## src/rtl/pe_ws_dbuf.sv

```systemverilog
// pe_ws_dbuf: weight-stationary MAC processing element for a systolic array.
// Activations flow east, partial sums and weights flow south. A shadow weight
// register is filled over the daisy-chained weight path while the active weight
// keeps computing. A swap pulse then commits the shadow weight, and that pulse
// also propagates south as a wavefront.
//
// Ports:
//   clk, rst_n            clock, asynchronous active-low reset
//   data_in/data_vld_in   activation and valid from west
//   data_out/data_vld_out registered activation and valid to east
//   acc_in                partial sum from north
//   acc_out/acc_vld_out   registered partial sum and valid to south
//   wt_in/wt_ld_in        weight chain value and strobe from north
//   wt_out/wt_ld_out      registered weight chain value and strobe to south
//   swap_in/swap_out      commit pulse from north, registered copy to south
//   wt_ready              active weight holds a committed value
//   ovf/ovf_clr           sticky accumulator overflow flag, synchronous clear
module pe_ws_dbuf #(
    parameter int DATA_W = 8,
    parameter int ACC_W  = 32,
    parameter int SIGNED = 1,
    parameter int SAT    = 1
) (
    input  logic              clk,
    input  logic              rst_n,
    input  logic [DATA_W-1:0] data_in,
    input  logic              data_vld_in,
    output logic [DATA_W-1:0] data_out,
    output logic              data_vld_out,
    input  logic [ACC_W-1:0]  acc_in,
    output logic [ACC_W-1:0]  acc_out,
    output logic              acc_vld_out,
    input  logic [DATA_W-1:0] wt_in,
    input  logic              wt_ld_in,
    output logic [DATA_W-1:0] wt_out,
    output logic              wt_ld_out,
    input  logic              swap_in,
    output logic              swap_out,
    output logic              wt_ready,
    output logic              ovf,
    input  logic              ovf_clr
);

    localparam int PW        = 2 * DATA_W;
    localparam bit IS_SIGNED = (SIGNED != 0);
    localparam bit IS_SAT    = (SAT != 0);

    typedef enum logic {
        EMPTY  = 1'b0,
        ACTIVE = 1'b1
    } wstate_t;

    wstate_t           state_q, state_d;
    logic [DATA_W-1:0] shadow_q;
    logic [DATA_W-1:0] active_q;
    logic              shadow_full_q;

    logic [PW-1:0]     mul_a, mul_b, prod;
    logic [ACC_W-1:0]  prod_ext;
    logic [ACC_W:0]    sum;
    logic              sum_ovf;
    logic [ACC_W-1:0]  mac_res;

    // Operands are extended to the full product width first, so the low PW
    // bits of an unsigned multiply give the correct signed or unsigned product.
    // active_q stays 0 until the first commit, so an EMPTY cell passes acc_in
    // through unchanged.
    always_comb begin
        mul_a    = {{DATA_W{IS_SIGNED & data_in[DATA_W-1]}}, data_in};
        mul_b    = {{DATA_W{IS_SIGNED & active_q[DATA_W-1]}}, active_q};
        prod     = mul_a * mul_b;
        prod_ext = {{(ACC_W-PW){IS_SIGNED & prod[PW-1]}}, prod};
        sum      = {IS_SIGNED & acc_in[ACC_W-1], acc_in}
                 + {IS_SIGNED & prod_ext[ACC_W-1], prod_ext};
        // Signed: the guard bit and the result MSB disagree. Unsigned: carry out.
        sum_ovf  = IS_SIGNED ? (sum[ACC_W] ^ sum[ACC_W-1]) : sum[ACC_W];
        mac_res  = sum[ACC_W-1:0];
        if (IS_SAT && sum_ovf) begin
            if (!IS_SIGNED) begin
                mac_res = '1;
            end else if (sum[ACC_W]) begin
                mac_res = {1'b1, {(ACC_W-1){1'b0}}};
            end else begin
                mac_res = {1'b0, {(ACC_W-1){1'b1}}};
            end
        end
    end

    always_comb begin
        state_d = state_q;
        if (swap_in && shadow_full_q) begin
            state_d = ACTIVE;
        end
    end

    always_ff @(posedge clk or negedge rst_n) begin
        if (!rst_n) begin
            state_q <= EMPTY;
        end else begin
            state_q <= state_d;
        end
    end

    assign wt_ready = (state_q == ACTIVE);

    // A commit and a new load can share a cycle. The old shadow moves to
    // active, and the incoming beat refills the shadow so it stays full.
    always_ff @(posedge clk or negedge rst_n) begin
        if (!rst_n) begin
            shadow_q      <= '0;
            shadow_full_q <= 1'b0;
            active_q      <= '0;
        end else begin
            if (swap_in && shadow_full_q) begin
                active_q <= shadow_q;
            end
            if (wt_ld_in) begin
                shadow_q      <= wt_in;
                shadow_full_q <= 1'b1;
            end else if (swap_in && shadow_full_q) begin
                shadow_full_q <= 1'b0;
            end
        end
    end

    always_ff @(posedge clk or negedge rst_n) begin
        if (!rst_n) begin
            wt_out    <= '0;
            wt_ld_out <= 1'b0;
            swap_out  <= 1'b0;
        end else begin
            wt_out    <= wt_in;
            wt_ld_out <= wt_ld_in;
            swap_out  <= swap_in;
        end
    end

    always_ff @(posedge clk or negedge rst_n) begin
        if (!rst_n) begin
            data_out     <= '0;
            data_vld_out <= 1'b0;
            acc_out      <= '0;
            acc_vld_out  <= 1'b0;
        end else begin
            data_vld_out <= data_vld_in;
            acc_vld_out  <= data_vld_in;
            if (data_vld_in) begin
                data_out <= data_in;
                acc_out  <= mac_res;
            end
        end
    end

    // A fresh overflow takes priority over a clear in the same cycle.
    always_ff @(posedge clk or negedge rst_n) begin
        if (!rst_n) begin
            ovf <= 1'b0;
        end else if (data_vld_in && sum_ovf) begin
            ovf <= 1'b1;
        end else if (ovf_clr) begin
            ovf <= 1'b0;
        end
    end

endmodule

```

## config.mk

```make
export PLATFORM = sky130hd
export DESIGN_NAME = pe_ws_dbuf
export DESIGN_NICKNAME = d
export VERILOG_FILES = /design/src/rtl/pe_ws_dbuf.sv
export SDC_FILE = /design/constraint.sdc
export NUM_CORES = 1
export LEC_CHECK = 0
export CAP_MARGIN = 5
export CELL_PAD_IN_SITES_DETAIL_PLACEMENT = 1
export CELL_PAD_IN_SITES_GLOBAL_PLACEMENT = 2
export CORE_ASPECT_RATIO = 1.2
export CORE_MARGIN = 8
export CORE_UTILIZATION = 40
export DETAILED_ROUTE_END_ITERATION = 10
export PLACE_DENSITY_LB_ADDON = 0.05
export SLEW_MARGIN = 10
export SYNTH_ARGS = -nofsm -noshare
export SYNTH_HDL_FRONTEND = slang
export SYNTH_SLANG_ARGS = --single-unit
```

## constraint.sdc

```tcl
create_clock -name clk -period 21.3 [get_ports clk]
set_input_delay 5.325 -clock clk [delete_from_list [all_inputs] [get_ports clk]]
set_output_delay 5.325 -clock clk [all_outputs]
set_load 0.01 [all_outputs]
```

* Word level (Yosys, flattened, before mapping)
Cells that the tools add are included.
** Operators by class
- Multiplexer cells :: 6
- Shifts and indexed selects :: 0
- Multipliers :: 1
- Equality and inequality tests :: 0
- Div/mod/pow operators :: 0
- Add/sub/neg operators :: 1
- Bitwise gates (word level) :: 1
- Magnitude comparators :: 0
- Reduce and logical (&&, ||, !) cells :: 4
** Operators by type and width (number)
- $mux W32 :: 2
- $add A32 B16 Y33 :: 1
- $mul A8 B8 Y16 :: 1
- $mux W1 :: 4
- $reduce_bool A2 Y1 :: 2
- $logic_and A1 B1 Y1 :: 2
- $xor A1 B1 Y1 :: 1
** Storage, ports and cells
- ROM bits :: 0
- Memory bits (writable) :: 0
- Flip-flop bits (word level) :: 70
- Latch bits :: 0
- Input bits :: 54
- Memories :: 0

* Logic depth before layout (Yosys ltp)
Gate-level depths: netlist of the first run.
- Depth in word-level cells :: 5
- Gate-level depth with buffers :: 23
- Gate-level depth less buffers :: 20

* Worst setup path before layout of the first run
OpenSTA, ideal clock, no wires.
- Path kind :: input-to-reg
- Start point :: input data_in[7]
- End point :: register acc_out[30]
- Cell stages on the path :: 20
- Required time :: 21174 ps
- Data arrival time :: 11370 ps
- Slack :: 9804 ps
- Buffers on the path :: 1
- Cell sequence :: and2_1 -> inv_1 -> fa_1 -> inv_1 -> fa_1 -> fa_1 -> fa_1 -> inv_1 -> fa_1 -> inv_1 -> ha_1 -> o211ai_1 -> o21bai_2 -> o2111ai_2 -> a211oi_2 -> o21ai_2 -> a311o_1 -> buf_6 -> a221o_1 -> a221o_1
** On the way
- Cells in the longest elaborated chain, start to end :: 4
- Elaborated cells between the ends (all ways) :: 5
- Classes of those cells :: add/sub: 1; mul: 1; mux: 2; bitwise: 1
** Ends and longest elaborated chain
- start, declared :: RTL line 26 : input logic [DATA_W-1:0] data_in,
- $mul A8 B8 Y16 * :: RTL line 71 : prod = mul_a * mul_b;
- $add A32 B16 Y33 * :: RTL line 74 : + {IS_SIGNED & prod_ext[ACC_W-1], prod_ext};
- $mux W32 / $xor A1 B1 Y1 (equally long branches) :: RTL line 81, 76
- $mux W32 * :: RTL line 78 : if (IS_SAT && sum_ovf) begin
- end signal, assigned :: RTL line 149 : acc_out <= mac_res;
- end, declared :: RTL line 31 : output logic [ACC_W-1:0] acc_out,
Mark *: on every way between the ends. The rest lies on a longest branch, timed or not.
A chain may end at the register's enable or synchronous reset.

* Worst setup path after layout of the first run
- Start point :: input data_in[7]
- End point :: register acc_out[18]
Same word-level chain as after synthesis.

==> results of run 1 <==
==> cell families (layout without fill, tap and decap cells) <==
family | count (synthesis) | count (layout)
compound gates | 165 | 165
xor+xnor | 24 | 24
fa+ha+maj | 212 | 212
buf+inv | 167 | 267
flops | 70 | 70
mux | 25 | 25
simple gates | 139 | 139
==> placed cells by master (no fill, tap or decap), types with 12 or more instances in the layout <==
cell,Yosys,final
sky130_fd_sc_hd__fa_1,140,140
sky130_fd_sc_hd__inv_1,139,139
sky130_fd_sc_hd__clkdlybuf4s50_1,0,105
sky130_fd_sc_hd__ha_1,72,72
sky130_fd_sc_hd__dfrtp_1,70,70
sky130_fd_sc_hd__nand2_1,49,49
sky130_fd_sc_hd__a21oi_1,49,49
sky130_fd_sc_hd__and2_1,35,34
sky130_fd_sc_hd__o22ai_1,31,31
sky130_fd_sc_hd__nor2_1,26,26
sky130_fd_sc_hd__mux2_2,24,24
sky130_fd_sc_hd__o21ai_0,21,21
sky130_fd_sc_hd__a21o_1,15,15
sky130_fd_sc_hd__xnor2_1,12,12
==> worst max-delay path: cells and delay by family <==
kind	cells	cell delay, ns
compound gates	7	2.25
fa+ha+maj	6	2.72
buf+inv	6	1.15
simple gates	2	0.95
==> registers in the layout (all words and copies together) (netlist names) <==
register,flops
swap_out,1
active_q,8
wt_ready,1
ovf,1
wt_ld_out,1
wt_out,8
data_out,8
acc_vld_out,1
shadow_full_q,1
acc_out,32
shadow_q,8
==> metal layers <==
layer / GRT usage / up-vias
met5: 0 / -
met4: 0.0473 / 0
met3: 0.0245 / 21
met2: 0.335 / 88
met1: 0.204 / 3118
li1: - / 2819
==> final cells by class <==
cell class	instances	area, um^2
clock buffer	12	256
clock inverter	4	53.8
fill	2290	10700
inverter	140	526
multi-input combinational	565	5990
sequential	70	1750
tap	270	338
timing repair buffer	111	1090
==> stage by stage <==
step / setup slack (ns) / area, um^2 / instances
floorplan: 9.80 / 8370 / 802
CTS: 8.56 / 10000 / 1172
global placement: 8.49 / 9690 / 1156
global route: 8.52 / 10000 / 1172
detailed placement: 8.24 / 9690 / 1156
finish: 9.02 / 10000 / 1172
==> path summary, 6_finish.rpt <==
kind / to / slack, ns / start / cells past startpoint
worst max-delay path: acc_out[18]$_DFFE_PN0P_ / 9.02 / data_in[7] / 21
worst min-delay path: wt_ready$_DFFE_PN0P_ / 0.46 / wt_ready$_DFFE_PN0P_ / 1
worst max register to register: acc_out[18]$_DFFE_PN0P_ / 14.08 / active_q[0]$_DFFE_PN0P_ / 20
worst min register to register: wt_ready$_DFFE_PN0P_ / 0.46 / wt_ready$_DFFE_PN0P_ / 1
max in group asynchronous: acc_out[13]$_DFFE_PN0P_ / 15.60 / rst_n / 1
min in group asynchronous: active_q[7]$_DFFE_PN0P_ / 5.13 / rst_n / 1
==> run summary, run 1 <==
For the initial standard-cell utilization of the core, the log shows 0.403. The run gives 0 as the number of antenna violations at the first check in global routing. Of all nets on the critical path, the largest fanout is 34. The first global-routing pass estimated 37,000 um of wire.

The clock transition at the registers of the reported paths came out at 0.06 ns. The logs give 12.45 ns for the arrival time at the worst endpoint and 0 for the count of pins over their slew limit. Fraction of final layout cells sized beyond drive strength 1: 0.0610.

The commonest cells after synthesis are sky130_fd_sc_hd__fa_1, sky130_fd_sc_hd__inv_1, sky130_fd_sc_hd__ha_1. The flow ran to the end, and the final reports show no timing, DRC or antenna violations. The hold slack is 0.462 ns, and the chip width is 148 um. The fraction of registers with async set/reset was 1.00; the maximum number of pins on one net before global-route repair was 71. During I/O placement, the number of pins put on the boundary was 108. The routed layout has 6,046 vias. Relative to the synthesized area, the layout overhead comes to 19.5%.

The count of nets left with antenna violations once routing finished came out at 0. The cell sitting at the root of the clock tree is a sky130_fd_sc_hd__clkbuf_16. The post-synthesis share of cell area spent on and, or, nand and nor gates works out to 0.0806.

Overall track demand over capacity in global routing: 0.178. The tree built by TritonCTS fans out to 70 sinks. The max-capacitance violation count is 0, and the area share of xor/xnor cells in the synthesized design is 0.0284.

The critical path class is primary input to flip-flop. The adder-cell area share of the yosys netlist was 0.442. In this run the tool buffered the top-level ports with 107 buffer cells. The share of Yosys cell area claimed by the top area cell type works out to 0.335.

Most numerous cell in the Yosys netlist: sky130_fd_sc_hd__fa_1. In this run, synthesis produced a sequential element count of 70. The tools report the number of global-route vias before repair as 7,022. On the worst path, the slowest cell contributes a delay of 0.82 ns. Setup violations remaining at the end of the flow were counted as 0. For this block, the routed nets add up to 21,800 um of wire.

The mean post-synth cell area works out to 10.4 um^2. After synthesis, the cell types taking the most area are sky130_fd_sc_hd__fa_1, sky130_fd_sc_hd__dfrtp_1, sky130_fd_sc_hd__ha_1. At the worst endpoint, the required time is 21.46 ns.

The share of synthesized area spent on multiplexers was 0.0336; the latest clock arrival within the worst-skew pair was 0.33 ns. The routed metal-1 wirelength was 8650 um. STA classifies the critical path endpoint as a flip-flop. The tools report the cell count after synthesis as 802. The tools report the total met3 wirelength after detailed routing as 618 um. The most numerous cell type found on the critical path is sky130_fd_sc_hd__fa_1. The routed design uses 12,100 um of met2 wire. The highest metal layer carrying signal wires in the routed design is met4.

For the cell area after synthesis, the log shows 8370 um^2. The total iterations of the first detailed-routing run was 4; the compound-cell area share of the yosys netlist was 0.129. The run gives 0.386 as the tightest slew margin relative to the limit. The core region is 20,800 um^2.

Synthesis produced a netlist with a net count of 1,068. Sequential cell area fraction in the yosys report: 0.209. TritonCTS built the clock tree. After detailed routing, the number of remaining DRC violations is 0.

The longest clock path from root to sink contains 2 buffers. The tools report the count of inserted antenna diode cells as 0. Derived from the worst setup path, the maximum achievable clock frequency is 81.4 MHz. The summed negative setup slack over all endpoints is 0 ns, and the final hold violation count is 0. Biggest area consumer among synthesized cells: sky130_fd_sc_hd__fa_1.

During synthesis, Yosys emitted a total of 0 warnings. The slew at the pin closest to its max-slew limit was 0.921 ns; the detailed-route vias per instance was 5.16. Setup repair after global routing left no endpoint under its margin. After the first detailed-routing iteration, the DRC count stood at 151. The share of the cycle needed by the critical path after routing is 0.577, and the number of enable-type register cells in the synthesized netlist is 0. The most used flip-flop cell after synthesis is sky130_fd_sc_hd__dfrtp_1.

Hold repair after CTS inserted 0 buffers. Clock period minus worst slack: 12.28 ns. The main combinational cell family by area after synthesis is adder cells. The post-synthesis cell type count was 60.

After clock tree synthesis, the repair step resized 0 gates. In this run the core area contains 58 standard-cell rows. The post-CTS setup buffer count is 0. Buffers inserted during clock tree synthesis total 9. Across the routed clock network, the largest skew measured is 0.00673 ns. The die is 174 um tall. The tools report the core occupancy in the finished layout as 0.482. The critical path goes through clkdlybuf4s50_1 > and2_2 > inv_1 > fa_1 > inv_1 > fa_1 > fa_1 > fa_1 > inv_1 > fa_1 > inv_1 > ha_1 > a21o_1 > a311oi_1 > o22ai_1 > o211ai_1 > nand2_1 > a221o_1 > buf_4 > o21ai_4 > o22ai_1. The average wire length per cell after detail routing is 18.6 um, and the total number of H-tree levels is 3. In the final design database the tool counted 1,163 nets.

Among all stages on the critical path, the largest delay is contributed by sky130_fd_sc_hd__and2_2. The final weighted congestion in routability-driven placement came out at 0.785. STA classifies the critical path startpoint as a primary input. For this run the aggregate overflow at the end of global routing stands at 0.

Worst hold-check path type: flip-flop to flip-flop. The HPWL after detailed placement is 18,300 um. The die covers 25,800 um^2.
Power of run 1 is left out: the tool's default activity adds up to more than one toggle a clock period on the data nets, which glitch-free logic cannot reach.
==> run 2: changes to the inputs <==
--- a/config.mk
+++ b/config.mk
@@ -10,7 +10,7 @@
 export CELL_PAD_IN_SITES_GLOBAL_PLACEMENT = 2
 export CORE_ASPECT_RATIO = 1.2
 export CORE_MARGIN = 8
-export CORE_UTILIZATION = 40
+export CORE_UTILIZATION = 37
 export DETAILED_ROUTE_END_ITERATION = 10
 export PLACE_DENSITY_LB_ADDON = 0.05
 export SLEW_MARGIN = 10
==> constraint.sdc (replaced) <==
create_clock -name clk -period 11.5 [get_ports clk]
set_input_delay 2.875 -clock clk [delete_from_list [all_inputs] [get_ports clk]]
set_output_delay 2.875 -clock clk [all_outputs]
set_load 0.01 [all_outputs]
==> run 2 against run 1 <==
  * Worst hold slack better by 0.015 ns
  * Via count is 0.48% higher
  * Global-route usage is 0.28 points lower
  * First-iteration DRC count stayed put
  * Critical path depth is 1 higher
  * Worst setup slack worse by 7.1 ns
  * Core utilization is 3.1 points lower
  * Die area is 7.3% higher
  * Largest cell class unchanged
  * Highest routed layer unchanged
==> run summary, run 2 (synthesis results as in run 1) <==
The logs give 0 for the final hold violation count and 7,145 for the number of global-route vias before repair. The number of antenna violations at the first check in global routing was 0. TritonCTS built the clock tree. Measured along the y axis, the die boundary spans 181 um.

Setup repair after global routing left no endpoint under its margin. The maximum number of pins on one net before global-route repair came out at 71. The share of the cycle needed by the critical path after routing was 0.837; the total number of H-tree levels was 3. For the wire length of the first global-routing pass, the log shows 38,700 um.

The setup violation total in the final timing report came out at 0. 0 antenna diodes ended up in the layout. The tools report the largest buffer count on any clock path as 2. The commonest non-fill, non-tap cell in the layout is sky130_fd_sc_hd__fa_1.

Register with the most flip-flops: acc_out. For this design, the sink count on the clock tree is 70. The initial standard-cell utilization of the core was 0.375; the post-CTS setup buffer count was 0.

Dividing the detail-routed wire length by the instance count gives 19.1 um. The tightest slew margin relative to the limit was 0.394; the required time of the critical path was 11.70 ns. The worst hold-check path type was flip-flop to flip-flop. The placed instance count was 1,167.

Family of cells with the greatest summed delay on the critical path: adder cells. Post-CTS repair changed the size of 0 cells. The overall track demand over capacity in global routing is 0.175.

The worst setup path is captured at a flip-flop. The overflow left after global routing came out at 0. Slew at the pin closest to its max-slew limit: 0.909 ns. The register with the most flip-flops in the layout has 32 of them.

The floorplan has 60 rows. In this run the worst path has a maximum fanout of 25. The number of clock buffers added by TritonCTS is 9. The number of buffers and inverters on the critical path is 7. The clock transition at the registers of the reported paths is 0.06 ns. The startpoint class of the critical path was a primary input. The fraction of final layout cells sized beyond drive strength 1 works out to 0.0619. The tools report the max-capacitance violation count as 0.

The total iterations of the first detailed-routing run was 4. In the layout the commonest cells are sky130_fd_sc_hd__fa_1, sky130_fd_sc_hd__inv_1, sky130_fd_sc_hd__clkdlybuf4s50_1. Data on the critical path arrives at its endpoint at 9.82 ns. The tools report the latest clock arrival within the worst-skew pair as 0.34 ns. The run gives 6,075 as the number of vias after detailed routing. Residual DRC count: 0. After the flow finishes, the layout carries non-filler instances totaling 1,183.

The signal on the critical path passes through clkdlybuf4s50_1 > and2_2 > buf_4 > inv_1 > fa_1 > inv_1 > fa_1 > fa_1 > fa_1 > inv_1 > fa_1 > inv_1 > ha_1 > a21o_1 > a311oi_1 > o22ai_1 > o211ai_1 > nand2_1 > a221o_1 > o21ai_2 > buf_4 > o22ai_1. The DRC violation total after the first TritonRoute iteration was 151. After legalization and detailed placement, the total HPWL measured 19,100 um.

Derived from the worst setup path, the maximum achievable clock frequency is 104 MHz. On the worst path, the slowest cell contributes a delay of 0.66 ns. The tools report the count of pins over their slew limit as 0. The floorplan step defined a die boundary enclosing 27,700 um^2. Library cell used as clock root buffer: sky130_fd_sc_hd__clkbuf_16. For the number of fill cells, the log shows 2,441. The slowest stage of the critical path belongs to the cell sky130_fd_sc_hd__clkdlybuf4s50_1. Hold repair after CTS inserted 0 buffers. The logs give 22,600 um for the total wire length after detailed routing and 0 for the count of nets left with antenna violations after detail routing. The flow ran to the end, and the final reports show no timing, DRC or antenna violations.

In this run the standard cell core region covers 22,300 um^2. Final weighted congestion in routability-driven placement: 0.775. The summed negative setup slack over all endpoints is 0 ns, and the area added between synthesis and finish is 20.1%. After detailed routing, the number of vias per cell comes to 5.14. The smallest clock period supported by the final layout is computed as 9.62 ns. Prior to clock tree synthesis, the placed netlist has a worst setup slack of 1.46 ns. Most common cell type on the critical path: sky130_fd_sc_hd__fa_1. 108 I/O pins were placed. The setup slack after layout was 1.88 ns; the layout net count was 1,165. The number of buffers inserted by port buffering works out to 107.

By startpoint and endpoint, the worst setup path is classified as primary input to flip-flop. Chip width: 153 um. On the final layout, the worst clock skew is 0.00678 ns.
-- run 2: per-layer routing --
layer	routed length [um]	part of all wire	track usage
met4	298	0.013	0.0448
met2	12800	0.56	0.335
met5	0	0	0
met1	8930	0.39	0.199
met3	614	0.027	0.0234
-- run 2: final timing paths --
| check | startpoint | to | slack, ns | cells after the start |
|---|---|---|---|---|
| hold / removal | shadow_full_q$_DFFE_PN0P_ | shadow_full_q$_DFFE_PN0P_ | 0.48 | 1 |
| hold reg to reg | shadow_full_q$_DFFE_PN0P_ | shadow_full_q$_DFFE_PN0P_ | 0.48 | 1 |
| setup / recovery | data_in[7] | acc_out[19]$_DFFE_PN0P_ | 1.88 | 22 |
| max in group asynchronous | rst_n | acc_out[13]$_DFFE_PN0P_ | 8.24 | 1 |
| min in group asynchronous | rst_n | active_q[5]$_DFFE_PN0P_ | 2.63 | 1 |
| setup reg to reg | active_q[0]$_DFFE_PN0P_ | acc_out[19]$_DFFE_PN0P_ | 4.48 | 21 |
-- run 2: final cells by class --
cell class,count,area [um^2],share of cell area
tap,279,349,0.0347
clock buffer,11,233,0.0231
multi-input combinational,565,5980,0.595
inverter,140,526,0.0523
timing repair buffer,113,1110,0.110
clock inverter,5,106,0.0106
sequential,70,1750,0.174
-- run 2: per-stage QoR --
step           area, um^2  hold WS (ns)   util
2_1_floorplan        8370         0.450      -
3_3_place_gp         9720         0.448  0.436
3_5_place_dp         9720         0.472  0.436
4_1_cts             10100         0.486  0.451
5_1_grt             10100         0.511  0.451
6_report            10100         0.477  0.451
Power of run 2 is left out for the same reason.
==> run 3: changes to the inputs <==
--- a/config.mk
+++ b/config.mk
@@ -10,7 +10,7 @@
 export CELL_PAD_IN_SITES_GLOBAL_PLACEMENT = 2
 export CORE_ASPECT_RATIO = 1.2
 export CORE_MARGIN = 8
-export CORE_UTILIZATION = 37
+export CORE_UTILIZATION = 34
 export DETAILED_ROUTE_END_ITERATION = 10
 export PLACE_DENSITY_LB_ADDON = 0.05
 export SLEW_MARGIN = 10
==> constraint.sdc (replaced) <==
create_clock -name clk -period 7.9 [get_ports clk]
set_input_delay 1.975 -clock clk [delete_from_list [all_inputs] [get_ports clk]]
set_output_delay 1.975 -clock clk [all_outputs]
set_load 0.01 [all_outputs]
==> run 3 against run 2 <==
  * Design area up 8.1%
  * Highest routed layer unchanged
  * Sequential cell count unchanged
  * Final cell count up 12%
  * Worst hold slack worse by 0.00079 ns
  * Register-to-register slack worse by 2.6 ns
  * First-iteration DRC count unchanged
  * Routed wire length up 6.7%
  * Clock skew up 0.0010 ns
  * Core utilization down 0.61 points
==> run summary, run 3 (synthesis results as in run 1) <==
The first routing iteration left 151 violations. Routability-driven placement finished with a final weighted congestion of 0.835. The finished layout holds 1,322 standard cells, fillers aside.

The final route contains 6,477 vias. After floorplanning, the core was sized to cover 24,400 um^2. The flip-flop count of the largest register after layout works out to 32. The clock period minus worst slack was 7.64 ns; the arrival time at the worst endpoint was 7.83 ns. Count of pins over their slew limit: 0. The critical path is of the primary input to flip-flop type. The tools report the maximum operating frequency as 131 MHz. Setup repair after global routing left no endpoint under its margin.

In this run the cell area measured after placement is 10,500 um^2. The final instance area came out at 10,900 um^2. The wire length of the first global-routing pass was 41,400 um; the average wire length per cell after detail routing was 18.3 um. The estimated wirelength of the detail-placed design was 20,700 um; the slew at the pin closest to its max-slew limit was 0.946 ns.

The clock transition at the registers of the reported paths was 0.06 ns. The floorplan step set the die height to 188 um. The kind of end point of the critical path was a flip-flop. The area growth from synthesis to layout is 29.9%. The tools report the latest clock arrival within the worst-skew pair as 0.33 ns.

For the overall track demand over capacity in global routing, the log shows 0.171. Leaving out fill and tap cells, the most frequent cell in the layout is sky130_fd_sc_hd__fa_1. In the layout the commonest cells are sky130_fd_sc_hd__fa_1, sky130_fd_sc_hd__inv_1, sky130_fd_sc_hd__clkdlybuf4s50_1. For the overflow left after global routing, the log shows 0. Max-cap violations in this run came to 0. The pre-antenna-repair detailed-routing pass consisted of 4 iterations. Ranked by flip-flop count, first place goes to acc_out.

The detailed-route vias per instance works out to 4.90. Layout net count: 1,258. Input and output buffers added on the ports amount to 107. The tightest slew margin relative to the limit was 0.369; the share of the cycle needed by the critical path after routing was 0.968. The maximum number of pins on one net before global-route repair was 71; the count of nets left with antenna violations after detail routing was 0. The tools report the number of buffers inserted for hold repair after clock tree synthesis as 0. The top fanout value on the critical path came out at 16. In this run the deepest clock path goes through 2 buffers.

The chip width came out at 159 um. The initial standard-cell utilization of the core was 0.343; the number of antenna violations at the first check in global routing was 0. The library cell used as clock root buffer was sky130_fd_sc_hd__clkbuf_16.

The clock drives 70 sinks. Row generation in the floorplan step produced 63 rows. The clock tree synthesis step divided the H-tree into 3 levels. The tools report the number of buffers created by CTS as 9. The run gives 0.00779 ns as the final setup skew.

OpenSTA, run right after detailed placement, puts the worst setup slack at -0.361 ns. The number of I/O pins is 108, and the fraction of final layout cells sized beyond drive strength 1 is 0.157. Across all hold checks on the routed design, the worst slack comes to 0.476 ns.

The area of the die came out at 29,900 um^2. The flow ran to the end, and the final reports show no timing, DRC or antenna violations. The final hold violation count was 0. Setup violations remaining at the end of the flow were counted as 0. The count of inserted antenna diode cells came out at 0.

In this run, placement finished with an instance count of 1,306. TritonCTS built the clock tree. Once routing completed, OpenROAD measured the worst setup slack at 0.255 ns.

The worst hold-check path type was flip-flop to flip-flop. The tools report the residual DRC count as 0. The final layout contains routed wiring with a total length of 24,100 um. The number of global-route vias before repair is 7,886. At the worst endpoint, the required time is 8.09 ns. STA classifies the critical path startpoint as a primary input.
==> run 3: repair_timing <==
item                                    CTS  global route
endpoints found under the setup margin    0            32
gates resized for setup                   0             9
setup buffers                             0             0
==> run 3: routing by layer <==
metal / GRT usage / up-vias / part of all wire / wire length [um]
met3: 0.0197 / 22 / 0.022 / 530
met2: 0.337 / 94 / 0.57 / 13700
met5: 0 / - / 0 / 0
li1: - / 3011 / - / -
met4: 0.0385 / 0 / 0.014 / 348
met1: 0.192 / 3350 / 0.39 / 9530
==> run 3: final cells by class <==
cell class / instances / area, um^2
fillers: 2712 / 13600
repair buffers: 206 / 1870
clock inverters: 6 / 70.1
multi-input cells: 565 / 6020
flip-flops and latches: 70 / 1750
well taps: 325 / 407
clock buffers: 10 / 229
inverters: 140 / 526
==> run 3: final timing paths <==
check / startpoint / to / slack [ns] / cells after the start
max: data_in[3] / acc_out[27]$_DFFE_PN0P_ / 0.26 / 21
min: wt_ready$_DFFE_PN0P_ / wt_ready$_DFFE_PN0P_ / 0.48 / 1
max reg2reg: active_q[0]$_DFFE_PN0P_ / acc_out[27]$_DFFE_PN0P_ / 1.90 / 20
min reg2reg: wt_ready$_DFFE_PN0P_ / wt_ready$_DFFE_PN0P_ / 0.48 / 1
max in group asynchronous: rst_n / acc_out[23]$_DFFE_PN0P_ / 5.49 / 1
min in group asynchronous: rst_n / active_q[7]$_DFFE_PN0P_ / 1.78 / 1
==> run 3: critical path: stages <==
cell and delay [ns]:
sky130_fd_sc_hd__clkdlybuf4s50_1 0.64, sky130_fd_sc_hd__nand2_1 0.13, sky130_fd_sc_hd__fa_1 0.53, sky130_fd_sc_hd__inv_1 0.06
sky130_fd_sc_hd__fa_1 0.45, sky130_fd_sc_hd__ha_1 0.29, sky130_fd_sc_hd__inv_1 0.05, sky130_fd_sc_hd__fa_1 0.54
sky130_fd_sc_hd__inv_1 0.05, sky130_fd_sc_hd__ha_1 0.28, sky130_fd_sc_hd__ha_1 0.22, sky130_fd_sc_hd__fa_1 0.40
sky130_fd_sc_hd__a21o_1 0.19, sky130_fd_sc_hd__a311oi_2 0.35, sky130_fd_sc_hd__o22ai_2 0.14, sky130_fd_sc_hd__o211ai_1 0.42
sky130_fd_sc_hd__nand2_1 0.13, sky130_fd_sc_hd__a221o_2 0.43, sky130_fd_sc_hd__o21ai_2 0.18, sky130_fd_sc_hd__buf_4 0.25
sky130_fd_sc_hd__o22ai_1 0.13
==> run 3: stage by stage <==
| stage | setup TNS, ns | utilization |
|---|---|---|
| 6_report | 0 | 0.445 |
| 5_1_grt | 0 | 0.445 |
| 4_1_cts | 0 | 0.443 |
| 3_5_place_dp | -5.61 | 0.431 |
| 3_3_place_gp | -1.93 | 0.431 |
| 2_1_floorplan | 0 | - |
Power of run 3 is left out for the same reason.
